**config.mk**
```make
export PLATFORM = sky130hd
export DESIGN_NAME = master_port
export DESIGN_NICKNAME = d
export VERILOG_FILES = /design/src/rtl/master_port.sv
export SDC_FILE = /design/constraint.sdc
export NUM_CORES = 1
export LEC_CHECK = 0
export CAP_MARGIN = 20
export CORE_MARGIN = 10
export CORE_UTILIZATION = 46
export DETAILED_ROUTE_END_ITERATION = 8
export PLACE_DENSITY = 0.79
export SYNTH_ARGS = -nofsm -noshare
export SYNTH_HDL_FRONTEND = slang
export SYNTH_SLANG_ARGS = --single-unit
```
**constraint.sdc**
```tcl
create_clock -name clk -period 1.9 [get_ports clk]
set_input_delay 0.475 -clock clk [delete_from_list [all_inputs] [get_ports clk]]
set_output_delay 0.475 -clock clk [all_outputs]
set_load 0.01 [all_outputs]
```
**src/rtl/master_port.sv**
```systemverilog
// Serial system bus master port: takes one parallel request, arbitrates for the bus,
// shifts address then write data out LSB first, and deserialises read data back.
// Optional read-wait timeout is enabled by defining MASTER_TIMEOUT_EN.
module master_port #(
    parameter int ADDR_WIDTH = 12,
    parameter int DATA_WIDTH = 8,
    parameter int TIMEOUT    = 64
) (
    input  logic                  clk,
    input  logic                  rstn,
    input  logic                  dvalid,
    input  logic                  dmode,
    input  logic [ADDR_WIDTH-1:0] daddr,
    input  logic [DATA_WIDTH-1:0] dwdata,
    output logic                  dready,
    output logic [DATA_WIDTH-1:0] drdata,
    output logic                  drvalid,
    output logic                  derror,
    output logic                  mbreq,
    input  logic                  mbgrant,
    output logic                  mwdata,
    output logic                  mmode,
    output logic                  mvalid,
    input  logic                  srdata,
    input  logic                  svalid,
    input  logic                  sready,
    input  logic                  ssplit
);
    localparam int MAXW = (ADDR_WIDTH > DATA_WIDTH) ? ADDR_WIDTH : DATA_WIDTH;
    localparam int CW   = $clog2(MAXW + 1);
    localparam logic [CW-1:0] ADDR_LAST = CW'(ADDR_WIDTH - 1);
    localparam logic [CW-1:0] DATA_LAST = CW'(DATA_WIDTH - 1);
    localparam int TXW  = ADDR_WIDTH + DATA_WIDTH;

    typedef enum logic [2:0] {IDLE, REQ, WAITS, ADDR, WDATA, RWAIT, RDATA} state_t;

    state_t                state_q, state_d;
    logic [CW-1:0]         cnt_q, cnt_d;
    logic [TXW-1:0]        tx_q, tx_d;
    logic                  mode_q, mode_d;
    logic [DATA_WIDTH-1:0] rx_q, rx_d;
    logic [DATA_WIDTH-1:0] drdata_q, drdata_d;
    logic                  drvalid_q, drvalid_d;
    logic                  derror_q, derror_d;
    logic                  dready_q, dready_d;
    logic                  mbreq_q, mbreq_d;
    logic                  mwdata_q, mwdata_d;
    logic                  mmode_q, mmode_d;
    logic                  mvalid_q, mvalid_d;

`ifdef MASTER_TIMEOUT_EN
    localparam int WW = $clog2(TIMEOUT + 1);
    logic [WW-1:0] wcnt_q, wcnt_d;
`else
    localparam int unused_timeout = TIMEOUT;
    logic unused_split;
    assign unused_split = ssplit;
`endif

    always_comb begin
        state_d   = state_q;
        cnt_d     = cnt_q;
        tx_d      = tx_q;
        mode_d    = mode_q;
        rx_d      = rx_q;
        drdata_d  = drdata_q;
        drvalid_d = 1'b0;
        derror_d  = 1'b0;
        mwdata_d  = 1'b0;
`ifdef MASTER_TIMEOUT_EN
        wcnt_d    = wcnt_q;
`endif
        case (state_q)
            IDLE: if (dvalid) begin
                mode_d  = dmode;
                tx_d    = {dwdata, daddr};
                state_d = REQ;
            end
            REQ:   if (mbgrant) state_d = WAITS;
            WAITS: if (sready)  state_d = ADDR;
            ADDR: begin
                if (cnt_q == ADDR_LAST) begin
                    cnt_d   = '0;
                    state_d = mode_q ? WDATA : RWAIT;
                end else begin
                    cnt_d = cnt_q + 1'b1;
                end
            end
            WDATA: begin
                if (cnt_q == DATA_LAST) begin
                    cnt_d   = '0;
                    state_d = IDLE;
                end else begin
                    cnt_d = cnt_q + 1'b1;
                end
            end
            RWAIT, RDATA: begin
                if (svalid) begin
                    rx_d = {srdata, rx_q[DATA_WIDTH-1:1]};
`ifdef MASTER_TIMEOUT_EN
                    wcnt_d = '0;
`endif
                    if (cnt_q == DATA_LAST) begin
                        cnt_d     = '0;
                        drdata_d  = rx_d;
                        drvalid_d = 1'b1;
                        state_d   = IDLE;
                    end else begin
                        cnt_d   = cnt_q + 1'b1;
                        state_d = RDATA;
                    end
                end
`ifdef MASTER_TIMEOUT_EN
                else if (!ssplit) begin
                    if (wcnt_q == WW'(TIMEOUT - 1)) begin
                        wcnt_d   = '0;
                        cnt_d    = '0;
                        derror_d = 1'b1;
                        state_d  = IDLE;
                    end else begin
                        wcnt_d = wcnt_q + 1'b1;
                    end
                end
`endif
            end
            default: state_d = IDLE;
        endcase

        // The serial bit for the coming cycle is the head of the shift register.
        if (state_d == ADDR || state_d == WDATA) begin
            mwdata_d = tx_q[0];
            tx_d     = tx_q >> 1;
        end
        mvalid_d = (state_d == ADDR) || (state_d == WDATA);
        mmode_d  = mvalid_d & mode_q;
        mbreq_d  = (state_d != IDLE);
        dready_d = (state_d == IDLE);
    end

    always_ff @(posedge clk) begin
        if (!rstn) begin
            state_q   <= IDLE;
            cnt_q     <= '0;
            tx_q      <= '0;
            mode_q    <= 1'b0;
            rx_q      <= '0;
            drdata_q  <= '0;
            drvalid_q <= 1'b0;
            derror_q  <= 1'b0;
            dready_q  <= 1'b1;
            mbreq_q   <= 1'b0;
            mwdata_q  <= 1'b0;
            mmode_q   <= 1'b0;
            mvalid_q  <= 1'b0;
        end else begin
            state_q   <= state_d;
            cnt_q     <= cnt_d;
            tx_q      <= tx_d;
            mode_q    <= mode_d;
            rx_q      <= rx_d;
            drdata_q  <= drdata_d;
            drvalid_q <= drvalid_d;
            derror_q  <= derror_d;
            dready_q  <= dready_d;
            mbreq_q   <= mbreq_d;
            mwdata_q  <= mwdata_d;
            mmode_q   <= mmode_d;
            mvalid_q  <= mvalid_d;
        end
    end

`ifdef MASTER_TIMEOUT_EN
    always_ff @(posedge clk) begin
        if (!rstn) wcnt_q <= '0;
        else       wcnt_q <= wcnt_d;
    end
`endif

    assign dready  = dready_q;
    assign drdata  = drdata_q;
    assign drvalid = drvalid_q;
    assign derror  = derror_q;
    assign mbreq   = mbreq_q;
    assign mwdata  = mwdata_q;
    assign mmode   = mmode_q;
    assign mvalid  = mvalid_q;
endmodule

```
==> results of run 1 <==
[cell usage after synthesis, types with 2 or more instances]
cell      number  area, um^2
and2_1         4        25.0
buf_12         2        40.0
nand3b_1       3        22.5
buf_2          2        10.0
nand3_1        2        10.0
mux2_2        20         225
a21o_1         3        22.5
nand2_1       44         165
mux2i_1       38         380
and3_1         3        18.8
clkbuf_1       7        26.3
nor2_1        17        63.8
or2b_1         2        15.0
inv_1          5        18.8
buf_4          4        30.0
and3b_1        2        17.5
a21oi_1        7        35.0
dfxtp_1       49         981
nand2b_1       2        12.5
[per-stage QoR]
stage               hold WS, ns  instance area (um^2)  TNS, ns  instances
finish                    0.458                  3260    -1.20        377
global route              0.478                  3260    -2.67        377
CTS                       0.462                  3220   -0.794        374
detailed placement        0.449                  2960   -14.96        357
global placement          0.443                  2960   -13.98        357
floorplan                 0.436                  2330        0        238
[flip-flops by register name, indices dropped and copies added (netlist names), 3 cells and up]
signal and flops:
drdata 8, tx_q 20, cnt_q 4, state_q 3, rx_q 7
[repair_timing]
action,in CTS,in global routing
gates cloned,3,0
pin swaps,9,5
setup endpoints to repair,24,24
buffers inserted,6,3
gates resized for setup,22,7
[critical path, cell delays in order (launching register included)]
cell and delay [ns]:
dfxtp_2 0.34, ha_4 0.17, and3b_2 0.22, buf_4 0.15, a311oi_4 0.29, buf_4 0.18
a221oi_4 0.05, mux2_4 0.35, mux2i_1 0.14
[power groups by stage]
stage / Combinational, mW / Sequential [mW] / Clock (mW)
global placement: 0.365 / 1.14 / 0
CTS: 0.429 / 1.11 / 0.592
floorplan: 0.260 / 1.13 / 0
detailed placement: 0.370 / 1.14 / 0
finish: 0.440 / 1.12 / 0.581
global route: 0.477 / 1.12 / 0.630
[worst paths after layout]
check	start	slack [ns]	to	depth (start not counted)
hold reg to reg	tx_q[3]	0.46	tx_q[2]	2
setup / recovery	cnt_q[1]	-0.08	tx_q[7]	8
hold / removal	tx_q[3]	0.46	tx_q[2]	2
setup reg to reg	cnt_q[1]	-0.08	tx_q[7]	8
[per-layer routing]
| layer | up-vias | wire length (um) |
|---|---|---|
| met5 | - | 0 |
| met4 | 0 | 82 |
| met3 | 4 | 256 |
| met2 | 41 | 2770 |
| met1 | 865 | 2340 |
| li1 | 965 | - |
[cells in the final DEF, fill, tap and decap left out, drive strengths merged, types with 2 or more instances in the layout]
cell type,instances
nor3,2
clkbuf,7
dfxtp,49
mux2i,38
and3b,2
a21o,3
nand3,2
nand2b,2
and3,3
and2,4
nand3b,3
clkdlybuf4s50,39
nor2,17
mux2,24
nor4b,2
inv,5
a21oi,7
nand2,44
buf,36
or2b,2
dlygate4sd2,2
[cell families (layout without fill, tap and decap cells)]
family                     count (synthesis)  in the layout  synth area share
DFF                                       49             49             0.421
adders and majority gates                  2              2           0.00967
other                                      1              1           0.00161
muxes                                     59             62             0.266
and+or+nand+nor                           83             83             0.170
AOI/OAI and AO/OA                         22             22            0.0693
buffers and inverters                     21             90            0.0585
xor gates and xnor gates                   1              1           0.00376
[cell type report]
| class | instances | area share |
|---|---|---|
| Clock buffer | 7 | 0.0234 |
| Sequential cell | 49 | 0.304 |
| Multi-Input combinational cell | 171 | 0.417 |
| Inverter | 5 | 0.00576 |
| Clock inverter | 1 | 0.00230 |
| Timing Repair Buffer | 77 | 0.222 |
| Tap cell | 67 | 0.0257 |
==> results.json, run 1 <==
{
  "status": "finished with violations",
  "violations": "negative setup slack",
  "grt_max_degree": 27,
  "die-height_um": 91.2,
  "ir_drop_mv": 0.394,
  "fin_ws_ns": -0.0754,
  "synth_warnings": 0,
  "gp_congestion": 0.820,
  "combPwrFrac": 0.206,
  "clock_power_share": 0.272,
  "powerDensity_nw_per_um2": 656,
  "setup_viol": 23,
  "grt.total_usage": 0.123,
  "cp_max_fo": 6,
  "power.total_mw": 2.14,
  "die-area_um2": 8310,
  "final.setup_skew_ns": 0.00849,
  "rsz0062_at_grt": "true",
  "synth-async-reset-ratio": 0,
  "synth_edf_count": 0,
  "maxSlewViolCount": 0,
  "layout-drive-gt1-share": 0.281,
  "place_hpwl_um": 3500,
  "syn_area_per_cell_um2": 9.79,
  "die_w_um": 91.2,
  "rows": 25,
  "initial_utilization": 0.484,
  "wl_per_cell_um": 14.5,
  "min_path_type": "reg -> reg",
  "vias_per_cell": 4.97,
  "holdBufCountCts": 0,
  "cp.required_ns": 2.08,
  "drt_wl_total_um": 5450,
  "grt_pass1_wl_um": 8580,
  "synthFlopType": "dfxtp_1",
  "areaGrowthSynthToFinish_pct": 40.0,
  "grt.overflow.total": 0,
  "drt_pass1_iterations": 4,
  "fin_crit_ns": 1.98,
  "critPathArrivalTime_ns": 2.16,
  "cap_violations": 0,
  "p_sw_mw": 0.538,
  "synth-seq-area-share": 0.421,
  "diodes": 0,
  "cts-root-buf": "clkbuf_8",
  "max_clock_freq_ghz": 0.506,
  "core_area_um2": 4820,
  "p_leak_nw": 1.25,
  "clk_latency_ns": 0.29,
  "grt.met3_usage": 0.0362,
  "drt-initial-drc-count": 80,
  "netlist_instances": 238,
  "swShare": 0.252,
  "cts_buffers": 5,
  "p_int_mw": 1.60,
  "synth_nets": 268,
  "antenna_found_initial": 0,
  "cts_tree": "yes",
  "final_util": 0.677,
  "io_buffers": 41,
  "gr-usage-met1": 0.137,
  "fillerInstances": 370,
  "drc_errors": 0,
  "seqPwrFrac": 0.522,
  "cts_buffer_depth": 2,
  "grtUsageMet2": 0.215,
  "multiInputGateArea_um2": 1360,
  "crit_path_end_kind": "flop",
  "period_share": 1.04,
  "clock-sinks": 49,
  "clk_pin_slew_ns": 0.09,
  "ant_nets": 0,
  "num_io_pins": 44,
  "ys_ff_latch": 49,
  "vias": 1875,
  "hold_viol_final": 0,
  "dp_slack_ns": -0.536,
  "netlist_area_um2": 2330,
  "ys_types": 41,
  "start_kind": "flop",
  "grt_pass1_vias": 1792,
  "htree_levels": 2,
  "layout.nets": 339,
  "top_usage_layer": "met2",
  "ff_latch_area_um2": 990,
  "critPathKind": "reg -> reg"
}
(Power assumes the default switching activity.)
==> run 2, diff against run 1 <==
--- a/config.mk
+++ b/config.mk
@@ -13,3 +13,4 @@
 export SYNTH_ARGS = -nofsm -noshare
 export SYNTH_HDL_FRONTEND = slang
 export SYNTH_SLANG_ARGS = --single-unit
+export TNS_END_PERCENT = 5
==> run 2 against run 1 <==
  * The flow still finishes with violations (negative setup slack)
  * Largest cell class unchanged
  * Critical path type unchanged
  * Register-to-register slack better by 0.02 ns
  * Critical endpoint unchanged
  * Setup slack improved by 0.016 ns
  * Count of clock-buffer cells in the layout stayed put
  * Wire length down 3.8%
==> results.json, run 2 (synthesis results as in run 1) <==
{
  "status": "finished with violations",
  "violations": "negative setup slack",
  "layout.nets": 337,
  "drc_errors": 0,
  "rsz0062_at_grt": "true",
  "areaGrowthSynthToFinish_pct": 38.7,
  "final_util": 0.671,
  "vias": 1859,
  "crit_cells": 7,
  "ir_drop_mv": 0.392,
  "min_path_type": "reg -> reg",
  "die-height_um": 91.2,
  "ant_nets": 0,
  "grt_max_degree": 27,
  "cap_violations": 0,
  "clk_pin_slew_ns": 0.09,
  "powerDensity_nw_per_um2": 660,
  "setup_viol": 23,
  "cts_buffer_depth": 2,
  "dp_slack_ns": -0.536,
  "antenna_found_initial": 0,
  "cp.required_ns": 2.12,
  "clk_latency_ns": 0.30,
  "wl_per_cell_um": 14.0,
  "cts-root-buf": "clkbuf_8",
  "cpPeakStageDelay_ns": 0.34,
  "crit_family": "compound AO/OA/AOI/OAI gates",
  "gp_congestion": 0.820,
  "htree_levels": 2,
  "grt_pass1_vias": 1794,
  "fin_ws_ns": -0.0591,
  "tns_ns": -0.802,
  "place_hpwl_um": 3500,
  "grt_pass1_wl_um": 8580,
  "num_io_pins": 44,
  "p_leak_nw": 1.24,
  "grt.overflow.total": 0,
  "drt_pass1_iterations": 4,
  "die_w_um": 91.2,
  "cts_buffers": 5,
  "diodes": 0,
  "grt.total_usage": 0.123,
  "cp_max_fo": 6,
  "start_kind": "flop",
  "maxSlewViolCount": 0,
  "max_clock_freq_ghz": 0.510,
  "vias_per_cell": 4.96,
  "fin_crit_ns": 1.96,
  "critPathArrivalTime_ns": 2.18,
  "layout-drive-gt1-share": 0.263,
  "rows": 25,
  "initial_utilization": 0.484,
  "period_share": 1.03,
  "io_buffers": 41,
  "cts_tree": "yes",
  "clock-sinks": 49,
  "path_cells": "ha_4 > buf_4 > and3b_1 > a21o_1 > a221oi_4 > mux2_4 > mux2i_1",
  "drt-initial-drc-count": 55,
  "largest_reg_flops": 20,
  "path_buf_inv": 1,
  "final.setup_skew_ns": 0.00917,
  "cpMaxStageDelayCell": "dfxtp_2",
  "layout_common_cells": "nand2_1 (44), dfxtp_1 (44), clkdlybuf4s50_1 (39), mux2i_1 (38), buf_4 (29)",
  "critPathKind": "reg -> reg",
  "regMostFlops": "tx_q",
  "drt_wl_total_um": 5240,
  "hold_viol_final": 0,
  "crit_path_end_kind": "flop",
  "reg2reg_depth": 7,
  "die-area_um2": 8310,
  "whs_path_depth": 2,
  "core_area_um2": 4820
}
[run 2: worst register-to-register path, delay by kind of cell, from the launching register on]
family	cells	cell delay, ns
simple gates	1	0.20
buf+inv	1	0.13
compound gates	2	0.55
fa+ha+maj	1	0.16
mux	2	0.51
flops	1	0.34
[run 2: repair_timing]
item,CTS,global route
hold buffers,0,0
setup endpoints to repair,24,24
buffers inserted,6,1
pin swaps,9,4
endpoints found under the hold margin,0,0
resized for setup,22,3
gates cloned,3,0
[run 2: routing by layer]
metal  track usage  wire length [um]  up-vias
met4        0.0470                89        0
li1              -                 -      959
met3        0.0362               249        6
met2         0.215              2610       36
met1         0.137              2290      858
met5             0                 0        -
[run 2: cell type report]
cell class | count | area [um^2]
inverter | 5 | 18.8
clock inverter | 1 | 7.51
sequential | 49 | 990
multi-input combinational | 171 | 1350
clock buffer | 7 | 76.3
fill | 374 | 1590
tap | 67 | 83.8
timing repair buffer | 75 | 708
[run 2: path summary, 6_finish.rpt]
| check | endpoint | start | slack (ns) |
|---|---|---|---|
| worst max-delay path | tx_q[7] | cnt_q[1] | -0.06 |
| worst max register to register | tx_q[7] | cnt_q[1] | -0.06 |
| worst min-delay path | tx_q[2] | tx_q[3] | 0.46 |
| worst min register to register | tx_q[2] | tx_q[3] | 0.46 |
[run 2: per-stage QoR]
step | total power [mW] | hold slack (ns) | instances | area (um^2)
global placement | 1.50 | 0.443 | 357 | 2960
floorplan | 1.39 | 0.436 | 238 | 2330
finish | 2.13 | 0.458 | 375 | 3230
CTS | 2.14 | 0.462 | 374 | 3220
global route | 2.23 | 0.478 | 375 | 3230
detailed placement | 1.51 | 0.449 | 357 | 2960
[run 2: report_power, final]
part           switching, mW  total, mW  internal, mW
Sequential            0.0334       1.12          1.08
Clock                  0.320      0.581         0.261
Combinational          0.181      0.436         0.255
==> run 3, diff against run 2 <==
--- a/config.mk
+++ b/config.mk
@@ -9,6 +9,7 @@
 export CORE_MARGIN = 10
 export CORE_UTILIZATION = 46
 export DETAILED_ROUTE_END_ITERATION = 8
+export GPL_TIMING_DRIVEN = 1
 export PLACE_DENSITY = 0.79
 export SYNTH_ARGS = -nofsm -noshare
 export SYNTH_HDL_FRONTEND = slang
==> results of run 3 <==
No change in the layout: final DEF, timing and power equal those of run 2.
